## config.mk

```make
export PLATFORM = sky130hd
export DESIGN_NAME = multicycle_controller
export DESIGN_NICKNAME = d
export VERILOG_FILES = /design/src/rtl/multicycle_controller.sv
export SDC_FILE = /design/constraint.sdc
export NUM_CORES = 1
export LEC_CHECK = 0
export BUFFER_PORTS_ARGS = -buffer_cell sky130_fd_sc_hd__buf_4
export CAP_MARGIN = 25
export CORE_MARGIN = 5
export CORE_UTILIZATION = 45
export CTS_BUF_LIST = sky130_fd_sc_hd__clkbuf_16
export CTS_CLUSTER_SIZE = 28
export DETAILED_ROUTE_END_ITERATION = 12
export MAX_ROUTING_LAYER = met4
export PLACE_DENSITY = 0.8
export SLEW_MARGIN = 20
export SYNTH_ARGS = -nofsm -noshare
export SYNTH_HDL_FRONTEND = slang
export SYNTH_SLANG_ARGS = --single-unit
```

## constraint.sdc

```tcl
create_clock -name clk -period 3.2 [get_ports clk]
set_input_delay 0.32 -clock clk [delete_from_list [all_inputs] [get_ports clk]]
set_output_delay 0.32 -clock clk [all_outputs]
set_load 0.03 [all_outputs]
```

## src/rtl/multicycle_controller.sv

```systemverilog
// Control unit for the multicycle ARM-subset processor.
// Sequences the datapath through a 10-state Moore FSM, decodes ALUControl,
// holds the NZCV flags and gates register/memory/PC writes on the condition field.
// Ports:
//   clk, reset                     clock, async active-high reset
//   Cond, Op, Funct                instruction register fields
//   ALUFlags                       {N,Z,C,V} from the ALU
//   PCWrite, MemWrite, IRWrite,
//   RegWrite                       write enables (forced low while reset is high)
//   AdrSrc, ResultSrc, ALUSrcA,
//   ALUSrcB, ALUControl            datapath selects (registered Moore decodes)
//   ImmSrc, RegSrc                 direct decodes of Op
//   State                          current state code, for debug
module multicycle_controller #(
    parameter logic [3:0] FLAGS_RESET = 4'b0000
) (
    input  logic       clk,
    input  logic       reset,
    input  logic [3:0] Cond,
    input  logic [1:0] Op,
    input  logic [5:0] Funct,
    input  logic [3:0] ALUFlags,
    output logic       PCWrite,
    output logic       AdrSrc,
    output logic       MemWrite,
    output logic       IRWrite,
    output logic [1:0] ResultSrc,
    output logic       ALUSrcA,
    output logic [1:0] ALUSrcB,
    output logic [1:0] ALUControl,
    output logic       RegWrite,
    output logic [1:0] ImmSrc,
    output logic [1:0] RegSrc,
    output logic [3:0] State
);

    typedef enum logic [3:0] {
        FETCH  = 4'd0, DECODE = 4'd1, MEMADR = 4'd2, MEMRD  = 4'd3, MEMWB = 4'd4,
        MEMWR  = 4'd5, EXECR  = 4'd6, EXECI  = 4'd7, ALUWB  = 4'd8, BRANCH = 4'd9
    } state_t;

    typedef struct packed {
        logic       nextpc;
        logic       adrsrc;
        logic       memw;
        logic       irwrite;
        logic [1:0] resultsrc;
        logic       alusrca;
        logic [1:0] alusrcb;
        logic       aluop;
        logic       regw;
        logic       branch;
    } moore_t;

    state_t     state_q, state_d;
    logic [3:0] flags;
    logic       condexreg, condexreg_d, condex;
    logic       pcwrite_q, irwrite_q, memwrite_q, regwrite_q;
    logic [3:0] cmd;
    logic [1:0] dec_alucontrol, flagw;
    logic       dec_nowrite, arith, exec, nowrite_d;
    moore_t     m;

    // Raw Moore outputs of a state; anything not set is 0.
    function automatic moore_t moore(input state_t s);
        moore_t o;
        o = '0;
        case (s)
            FETCH:  begin o.irwrite = 1'b1; o.nextpc = 1'b1; o.alusrca = 1'b1;
                          o.alusrcb = 2'b10; o.resultsrc = 2'b10; end
            DECODE: begin o.alusrca = 1'b1; o.alusrcb = 2'b10; o.resultsrc = 2'b10; end
            MEMADR: o.alusrcb = 2'b01;
            MEMRD:  o.adrsrc = 1'b1;
            MEMWR:  begin o.adrsrc = 1'b1; o.memw = 1'b1; end
            MEMWB:  begin o.resultsrc = 2'b01; o.regw = 1'b1; end
            EXECR:  o.aluop = 1'b1;
            EXECI:  begin o.alusrcb = 2'b01; o.aluop = 1'b1; end
            ALUWB:  o.regw = 1'b1;
            BRANCH: begin o.alusrcb = 2'b01; o.resultsrc = 2'b10; o.branch = 1'b1; end
            default: o = '0;
        endcase
        return o;
    endfunction

    // Condition field evaluated against stored {N,Z,C,V}.
    function automatic logic cond_check(input logic [3:0] c, input logic [3:0] f);
        logic n, z, cf, v;
        {n, z, cf, v} = f;
        case (c)
            4'b0000: return z;
            4'b0001: return ~z;
            4'b0010: return cf;
            4'b0011: return ~cf;
            4'b0100: return n;
            4'b0101: return ~n;
            4'b0110: return v;
            4'b0111: return ~v;
            4'b1000: return cf & ~z;
            4'b1001: return ~cf | z;
            4'b1010: return n == v;
            4'b1011: return n != v;
            4'b1100: return ~z & (n == v);
            4'b1101: return z | (n != v);
            4'b1110: return 1'b1;
            default: return 1'b0;
        endcase
    endfunction

    // ALU decode, next state and the gating terms for the next cycle's outputs.
    always_comb begin
        cmd            = Funct[4:1];
        dec_alucontrol = 2'b00;
        dec_nowrite    = 1'b1;
        case (cmd)
            4'b0100: begin dec_alucontrol = 2'b00; dec_nowrite = 1'b0; end
            4'b0010: begin dec_alucontrol = 2'b01; dec_nowrite = 1'b0; end
            4'b0000: begin dec_alucontrol = 2'b10; dec_nowrite = 1'b0; end
            4'b1100: begin dec_alucontrol = 2'b11; dec_nowrite = 1'b0; end
            4'b1010: begin dec_alucontrol = 2'b01; dec_nowrite = 1'b1; end
            default: begin dec_alucontrol = 2'b00; dec_nowrite = 1'b1; end
        endcase
        arith  = (cmd == 4'b0100) || (cmd == 4'b0010) || (cmd == 4'b1010);
        flagw  = {Funct[0], Funct[0] & arith};
        condex = cond_check(Cond, flags);
        exec   = (state_q == EXECR) || (state_q == EXECI);

        state_d = FETCH;
        case (state_q)
            FETCH:  state_d = DECODE;
            DECODE: case (Op)
                        2'b00:   state_d = Funct[5] ? EXECI : EXECR;
                        2'b01:   state_d = MEMADR;
                        2'b10:   state_d = BRANCH;
                        default: state_d = FETCH;
                    endcase
            MEMADR: state_d = Funct[0] ? MEMRD : MEMWR;
            MEMRD:  state_d = MEMWB;
            EXECR:  state_d = ALUWB;
            EXECI:  state_d = ALUWB;
            default: state_d = FETCH;
        endcase

        // The condition result is frozen when leaving DECODE so later flag
        // updates cannot affect this instruction's own writes.
        condexreg_d = (state_q == DECODE) ? condex : condexreg;
        // NoWrite only matters for the ALUWB that follows an EXEC state.
        nowrite_d   = exec & dec_nowrite;
        m           = moore(state_d);
    end

    // State, flags and registered outputs; outputs are computed for the state being entered.
    always_ff @(posedge clk or posedge reset) begin
        if (reset) begin
            state_q    <= FETCH;
            flags      <= FLAGS_RESET;
            condexreg  <= 1'b0;
            pcwrite_q  <= 1'b1;
            irwrite_q  <= 1'b1;
            memwrite_q <= 1'b0;
            regwrite_q <= 1'b0;
            AdrSrc     <= 1'b0;
            ResultSrc  <= 2'b10;
            ALUSrcA    <= 1'b1;
            ALUSrcB    <= 2'b10;
            ALUControl <= 2'b00;
        end else begin
            state_q   <= state_d;
            condexreg <= condexreg_d;
            if (exec && condexreg && flagw[1]) flags[3:2] <= ALUFlags[3:2];
            if (exec && condexreg && flagw[0]) flags[1:0] <= ALUFlags[1:0];
            pcwrite_q  <= m.nextpc | (m.branch & condexreg_d);
            irwrite_q  <= m.irwrite;
            memwrite_q <= m.memw & condexreg_d;
            regwrite_q <= m.regw & condexreg_d & ~nowrite_d;
            AdrSrc     <= m.adrsrc;
            ResultSrc  <= m.resultsrc;
            ALUSrcA    <= m.alusrca;
            ALUSrcB    <= m.alusrcb;
            ALUControl <= m.aluop ? dec_alucontrol : 2'b00;
        end
    end

    // Enables hold FETCH values through reset so the first edge after release
    // fetches; the reset gate keeps them low while reset is high.
    assign PCWrite  = pcwrite_q & ~reset;
    assign IRWrite  = irwrite_q & ~reset;
    assign MemWrite = memwrite_q & ~reset;
    assign RegWrite = regwrite_q & ~reset;

    assign ImmSrc = Op;
    assign RegSrc = {Op == 2'b01, Op == 2'b10};
    assign State  = state_q;

endmodule

```

# Word-level counts from Yosys, hierarchy flattened

Index checks and enable logic that the tools add are counted.
W data, S select, Z words.

Output and inout port bits: 20
Bits of input ports: 18
Register bits after elaboration: 21

Multiplexer cells: 18
Bitwise logic cells: 21
Eq/ne operators: 36
Reduce and logical (&&, ||, !) cells: 20

Operators by type and width:

| kind                 | count |
|---|---|
| $eq A4 B3 Y1 const B | 11 |
| $eq A4 B4 Y1 const B | 11 |
| $eq A4 B2 Y1 const B | 7 |
| $pmux W4 S5          | 1 |
| $logic_not A4 Y1     | 4 |
| $pmux W1 S15         | 1 |
| $and A1 B1 Y1        | 12 |
| $eq A4 B1 Y1 const B | 3 |
| $pmux W4 S3          | 1 |
| $reduce_or A2 Y1     | 6 |
| $mux W1              | 10 |
| $pmux W2 S2          | 2 |
| $not A1 Y1           | 6 |
| $pmux W2 S3          | 1 |
| $reduce_or A3 Y1     | 2 |
| $reduce_or A4 Y1     | 1 |
| $logic_and A1 B1 Y1  | 3 |
| $logic_or A1 B1 Y1   | 3 |
| $mux W3              | 1 |
| $or A1 B1 Y1         | 3 |
| $eq A2 B1 Y1 const B | 1 |
| $eq A2 B2 Y1 const B | 1 |
| $logic_not A2 Y1     | 1 |
| $mux W2              | 1 |
| 2 further kinds      | 2 |

# Logic depth before layout (Yosys ltp)

Gate-level depths: netlist of run 1.

Depth after elaboration: 8
Gate-level depth with buffers: 6
Depth with buffers taken out: 5

# Least setup slack after synthesis of run 1

No wires, ideal clock.

Path type: register to register
From: reg state_q[3] (netlist: State[3])
To: reg ALUControl[1]
Data required time: 3104 ps
Cell stages (with the launch flop): 6
Period minus slack after synthesis: 1748 ps
Arrival: 1652 ps
Setup time: 96 ps
Slack: 1452 ps
Cell sequence: dfrtp_1 -> nor2_2 -> nand2_1 -> or2_1 -> or4_4 -> nor4_2

Longest elaborated chain between the ends: 7
Elaborated cells on any way between the ends: 13
Classes of those cells: 7 x eq/ne; 3 x mux; 3 x reduce/logical

RTL lines:

| what                           | RTL line | text |
|---|---|---|
| start, declared                | 55       | `state_t state_q, state_d;` |
| start signal, assigned         | 167      | `state_q <= state_d;` |
| $eq A4 B3 Y1                   | 128      | `case (state_q)` |
| $reduce_or A2 Y1 (no line)     | --       |  |
| $pmux W4 S5 (*)                | 128      |  |
| $eq A4 B3 Y1                   | 68       | `case (s)` |
| $reduce_or A2 Y1 (no line) (*) | --       |  |
| $mux W1 (*)                    | 68       |  |
| $mux W2 (*)                    | 179      | `ALUControl <= m.aluop ? dec_alucontrol : 2'b00;` |
| end signal, assigned           | 179      |  |
| end, declared                  | 30       | `output logic [1:0] ALUControl,` |

Every way passes the cells marked *; elsewhere a longest branch is shown, timed or not.
A chain may end at the register's enable or synchronous reset.

# Worst setup path in the final report of run 1

From: reg flags[3]
To: reg condexreg

Longest elaborated chain between the ends: 4
Elaborated cells on any way between the ends: 7
Classes of those cells: 2 x eq/ne; 2 x mux; 3 x bitwise

RTL lines:

| what                                          | RTL line | text |
|---|---|---|
| start, declared                               | 56       | `logic [3:0] flags;` |
| start signal, assigned                        | 169      | `if (exec && condexreg && flagw[1]) flags[3:2] <= ALUFlags[3:2];` |
| $ne A1 B1 Y1 or $eq A1 B1 Y1 (tied branches)  | --       |  |
| $or A1 B1 Y1 or $and A1 B1 Y1 (tied branches) | 103, 102 |  |
| $pmux W1 S15 (*)                              | 89       | `case (c)` |
| $mux W1 (*)                                   | 145      | `condexreg_d = (state_q == DECODE) ? condex : condexreg;` |
| via condexreg_d                               | 57       | `logic condexreg, condexreg_d, condex;` |
| end signal, assigned                          | 168      | `condexreg <= condexreg_d;` |
| end, declared                                 | 57       |  |

The timed path passes the listed nets; every way through them passes the cells marked *.

==> results.toml, run 1 <==
[yosys]
yosys.area.top_type_share_pct = 35.4
synth_fa_ha_area_share_pct = 0
synth_ff_type = "dfrtp_1"
syn-instance-count = 115
yosys-top-cells-area = "dfrtp_1 (35%), dfstp_2 (9.3%), nor2b_1 (5.5%)"
synth_area_leader_cell = "dfrtp_1"
synth_top_family_by_area = "simple AND/OR/NAND/NOR gates"
synth_compound_area_share_pct = 16.5
synth-edff-count = 0
synthDistinctLibCells = 44
synthMuxAreaShare_pct = 4.87
yosys_warnings = 0
netlist_area_sq_um = 1130
ys_ff_latch = 20
yosys.area_share.simple_pct = 27.9
synth-seq-area-share_pct = 44.7
synthArstFlopShare_pct = 100
synth_xor_area_share_pct = 0.775
syn_nets = 133
syn_avg_cell_area_sq_um = 9.82

[global_routing]
overflow = 0
antenna_found_initial = 0
grt_max_degree = 21
grt_pass1_wl_um = 4780
gr-usage-all-layers_pct = 18.1
first_global_vias = 1042

[setup_path]
cp_max_fo = 4
crit_path_end_kind = "flop"
startpoint_type = "flop"
rr_worst_depth = 5
cp.arrival_ns = 1.93
worstPathRequired_ns = 3.32
critPathKind = "reg2reg"

[finish]
syn_to_final_growth_pct = 30.7
fin_util_pct = 60.7
final_cell_mix = "buf_4 (37), dfrtp_1 (16), nor2b_1 (10), nor2_1 (10)"
final_cell_count_no_fill = 178
final_nets = 167
antenna_cells = 0
drive_above_1_share_pct = 35.8
layout_commonest_cell = "buf_4"
fillCellCount = 226

[detailed_routing]
ant_nets = 0
dr_total_vias = 1031
routedWlPerCell_um = 15.9
vias_per_cell = 5.79
wirelength_um = 2830
drtIter0Drc = 28
drt_pre_antenna_iters = 4
drc_errors = 0

[sta]
worst_pin_slew_ns = 0.742
final_max_slew_viol_count = 0
max_slew_margin_pct = 50.5
post-route-period-util_pct = 56.6
fin_skew_ns = 0.00484
setup_viol_count_final = 0
fin_tns_setup_ns = 0
worst_hold_slack_ns = 0.226
rsz0062_at_grt = "false"
fmax_mhz = 553
finalHoldViolCount = 0
finalCriticalPeriod_ns = 1.81

[status]
outcome = "finished, final reports clean"

[power_and_ir_drop]
power.leakage_nw = 0.680
p_clk_share_pct = 21.2
p_seq_share_pct = 35.2
switching_share_pct = 39.8
p_comb_share_pct = 43.5
peakVddDrop_v = 0.000552
power_density_nw_per_um2 = 819
p_sw_mw = 0.481
power_mw = 1.21
p_int_mw = 0.727

[job]
cap_violations = 0

[cts]
ctsResizeCount = 0
cts_root_buf = "clkbuf_16"
clockBufferDepth = 2
clkLatencyLatePin_ns = 0.25
cts_sinks = 20
postCtsSetupRepairBufs = 0
path_clk_slew_ns = 0.06
htreeDepth = 1
cts_hold_buf = 0
cts_made_buffers = 3
cts_tree = "built"

[floorplan]
core_area_sq_um = 2430
dieArea_sq_um = 3610
initial_core_util_pct = 46.5
rows = 18
die_y_um = 60.1
dieWidth_um = 60.1
pin_count = 38

[placed_design]
globalplace.congestion = 0.870
numPortBuffers = 37
dp_cells = 174
hpwlAfterDp_um = 2230

[worst_hold_path]
hold_class = "in2async"
==> cells in the mapped netlist, types with 2 or more instances <==
library cell,count
mux2_2,4
o22ai_1,2
buf_4,4
o21ai_0,5
clkbuf_1,2
a21o_1,2
buf_2,2
nand3b_1,2
nand2_1,5
nand2b_1,4
nor2b_1,10
inv_1,3
a21oi_1,5
nor3_1,2
nor2_1,10
nor4b_1,2
dfstp_2,4
nand3_1,4
and2_1,2
and3_1,2
dfrtp_1,16
==> worst max-delay path, stage by stage (launching register included) <==
cell	delay, ns
dfrtp_1	0.42
xnor2_1	0.37
nor3_1	0.11
o31a_1	0.29
nor4_1	0.34
a21oi_1	0.14
==> flip-flops by register name (all words and copies together), names as in the netlist <==
register / cells
condexreg: 1
ALUControl: 2
AdrSrc: 1
ALUSrcB: 1
pcwrite_q: 1
irwrite_q: 1
memwrite_q: 1
ALUSrcA: 1
ResultSrc: 2
flags: 4
regwrite_q: 1
State: 4
==> metal layers <==
metal / part of all wire, % / wire length, um / track usage [%] / vias up
li1: - / - / - / 475
met1: 38 / 1090 / 22.5 / 497
met2: 52 / 1460 / 29.3 / 54
met3: 8.3 / 235 / 3.02 / 5
met4: 1.7 / 47 / 6.96 / 0
met5: 0 / 0 / - / -
==> area by class of cell <==
| type | count | area [sq um] | share of cell area [%] |
|---|---|---|---|
| Inverter | 3 | 11.3 | 0.763 |
| Sequential cell | 20 | 505 | 34.2 |
| Multi-Input combinational cell | 84 | 566 | 38.3 |
| Timing Repair Buffer | 37 | 278 | 18.8 |
| Tap cell | 30 | 37.5 | 2.54 |
| Clock buffer | 3 | 75.1 | 5.08 |
| Clock inverter | 1 | 3.75 | 0.254 |
==> worst paths after layout <==
kind | startpoint | endpoint | slack, ns
max | flags[3] | condexreg | 1.39
min | reset | memwrite_q | 0.23
max reg2reg | flags[3] | condexreg | 1.39
min reg2reg | flags[1] | flags[1] | 0.56
max in group asynchronous | reset | State[1] | 2.51
min in group clk | Funct[2] | ALUControl[1] | 0.25
==> logic make-up after synthesis <==
logic type             count (synthesis)
buffers and inverters                 11
multiplexers                           5
AND/OR/NAND/NOR                       53
XOR/XNOR                               1
AO/OA/AOI/OAI                         25
flip-flops                            20
==> power by group through the flow <==
stage	clock, mW	combinational (mW)	sequential [mW]
2_1_floorplan	0	0.284	0.496
3_3_place_gp	0	0.515	0.422
3_5_place_dp	0	0.523	0.428
4_1_cts	0.259	0.527	0.424
5_1_grt	0.274	0.574	0.438
6_report	0.256	0.526	0.426
==> through the flow <==
step	instance area (sq um)	setup WS [ns]
after floorplan	1130	1.45
after global placement	1400	1.47
after detailed placement	1400	1.43
after CTS	1480	1.43
after global routing	1480	1.27
final	1480	1.39
(Power assumes the default switching activity.)
==> run 2, diff against run 1 <==
--- a/config.mk
+++ b/config.mk
@@ -8,12 +8,12 @@
 export BUFFER_PORTS_ARGS = -buffer_cell sky130_fd_sc_hd__buf_4
 export CAP_MARGIN = 25
 export CORE_MARGIN = 5
-export CORE_UTILIZATION = 45
+export CORE_UTILIZATION = 44
 export CTS_BUF_LIST = sky130_fd_sc_hd__clkbuf_16
 export CTS_CLUSTER_SIZE = 28
 export DETAILED_ROUTE_END_ITERATION = 12
 export MAX_ROUTING_LAYER = met4
-export PLACE_DENSITY = 0.8
+export PLACE_DENSITY = 0.81
 export SLEW_MARGIN = 20
 export SYNTH_ARGS = -nofsm -noshare
 export SYNTH_HDL_FRONTEND = slang
==> constraint.sdc (replaced) <==
create_clock -name clk -period 1.5 [get_ports clk]
set_input_delay 0.15 -clock clk [delete_from_list [all_inputs] [get_ports clk]]
set_output_delay 0.15 -clock clk [all_outputs]
set_load 0.03 [all_outputs]
==> run 2 against run 1 <==
- the run now ends with negative setup slack left
- sequential share of layout area shrank 5.1 points
- global-route usage rose by 1.5 points
- first-iteration DRC count is 11% higher
- sequential power increased by 110%
- worst hold slack lost 0.096 ns
- largest cell class unchanged
==> results.toml, run 2 (synthesis gave the netlist of run 1 again) <==
[worst_hold_path]
hold_class = "in2reg"

[finish]
fin_util_pct = 70.5
stdcell_area_sq_um = 1750
antenna_cells = 0
fillCellCount = 180
drive_above_1_share_pct = 53.5
regArea_sq_um = 509
layout_commonest_cell = "buf_4"
multi_input_area_sq_um = 661
syn_to_final_growth_pct = 54.6
final_cell_mix = "buf_4 (57), dfrtp_1 (13), nor2b_1 (10)"
final_nets = 189

[sta]
post-route-period-util_pct = 110
worst_pin_slew_ns = 0.577
max_slew_margin_pct = 61.2
final_max_slew_viol_count = 0
fmax_mhz = 604
rsz0062_at_grt = "true"
fin_skew_ns = 0.00547
finalCriticalPeriod_ns = 1.65
fin_tns_setup_ns = -0.720
setup_viol_count_final = 7
finalHoldViolCount = 0
fin_ws_ns = -0.155

[placed_design]
numPortBuffers = 37
place_area_sq_um = 1530
globalplace.congestion = 0.849

[power_and_ir_drop]
power.leakage_nw = 0.803
peakVddDrop_v = 0.00142
p_seq_share_pct = 29.1
p_sw_mw = 1.21
p_int_mw = 1.84
switching_share_pct = 39.8
power_density_nw_per_um2 = 1750
p_comb_share_pct = 52.9
p_clk_share_pct = 18.0

[setup_path]
worstPathRequired_ns = 1.62
cp.arrival_ns = 1.78
crit_path_end_kind = "flop"
critPathKind = "reg2reg"
cp_max_fo = 4
startpoint_type = "flop"

[floorplan]
core_area_sq_um = 2480
dieArea_sq_um = 3680
dieWidth_um = 60.7
initial_core_util_pct = 45.6
die_y_um = 60.7
rows = 18
pin_count = 38

[status]
violations = "negative setup slack"
outcome = "finished with violations"

[global_routing]
first_global_vias = 1153
grt_max_degree = 12
gr-usage-all-layers_pct = 19.6
antenna_found_initial = 0
grt_pass1_wl_um = 5320
overflow = 0

[cts]
htreeDepth = 1
cts_tree = "built"
cts_made_buffers = 3
cts_root_buf = "clkbuf_16"
clkLatencyLatePin_ns = 0.25
path_clk_slew_ns = 0.06
clockBufferDepth = 2
cts_sinks = 20

[job]
cap_violations = 0

[detailed_routing]
drt_pre_antenna_iters = 4
routedWlPerCell_um = 16.7
vias_per_cell = 5.63
wirelength_um = 3340
dr_total_vias = 1125
drtIter0Drc = 31
ant_nets = 0
drc_errors = 0
==> run 2: changes by cell type in the layout (fill, tap and decap cells not counted), moves of 3 or more <==
cell,change
mux2_2,-4
dfrtp_1,-3
a21oi_1,-4
a21oi_2,+4
mux2_4,+4
dfrtp_2,+3
buf_4,+20
==> run 2: what timing repair did <==
item                       CTS  global route
hold endpoints to repair     6             0
setup buffers                1             3
hold buffers                 1             0
pin swaps                    1             8
gates resized for setup      4            17
cloned                       0             0
setup endpoints to repair    4            13
==> run 2: layout make-up <==
type / instances / share of cell area (%)
clock buffers: 3 / 4.30
clock inverters: 1 / 0.215
inverters: 3 / 0.645
multi-input cells: 84 / 37.8
flip-flops and latches: 20 / 29.2
well taps: 30 / 2.15
repair buffers: 59 / 25.7
==> run 2: per-layer routing <==
metal / share of wire (%) / global-route usage, % / wire length [um] / up-vias
li1: - / - / - / 524
met1: 41 / 24.4 / 1370 / 547
met2: 51 / 32.7 / 1710 / 48
met3: 6.6 / 2.98 / 220 / 6
met4: 1.4 / 6.50 / 48 / 0
met5: 0 / - / 0 / -
==> run 2: final timing paths <==
kind                        startpoint   endpoint  slack, ns  cells past startpoint
setup / recovery              flags[3]  condexreg      -0.15                      6
hold / removal             ALUFlags[3]   flags[3]       0.13                      2
setup reg to reg              flags[3]  condexreg      -0.15                      6
hold reg to reg               flags[1]   flags[1]       0.55                      1
max in group asynchronous        reset  irwrite_q       0.56                      4
min in group asynchronous        reset   flags[0]       0.44                      3
==> run 2: power by group through the flow <==
stage,registers [mW],logic (mW),clock network (mW)
2_1_floorplan,1.07,0.631,0
3_3_place_gp,0.865,1.33,0
3_5_place_dp,0.879,1.38,0
4_1_cts,0.876,1.45,0.551
5_1_grt,0.910,1.71,0.586
6_report,0.887,1.61,0.550
==> run 2: worst max-delay path: stages, from the launching register on <==
cell and delay [ns]:
dfrtp_1 0.41, xnor2_2 0.26, nor3_2 0.07, o31a_1 0.27, nor4_2 0.29, buf_4 0.18
a21oi_2 0.05
==> run 2: per-stage QoR <==
| stage | std cells | total power [mW] | setup WS, ns | hold slack [ns] |
|---|---|---|---|---|
| floorplan | 115 | 1.70 | -0.190 | 0.111 |
| global placement | 191 | 2.20 | -0.0907 | 0.144 |
| detailed placement | 191 | 2.26 | -0.159 | 0.158 |
| CTS | 197 | 2.88 | -0.122 | 0.133 |
| global route | 200 | 3.21 | -0.210 | 0.131 |
| finish | 200 | 3.05 | -0.155 | 0.130 |
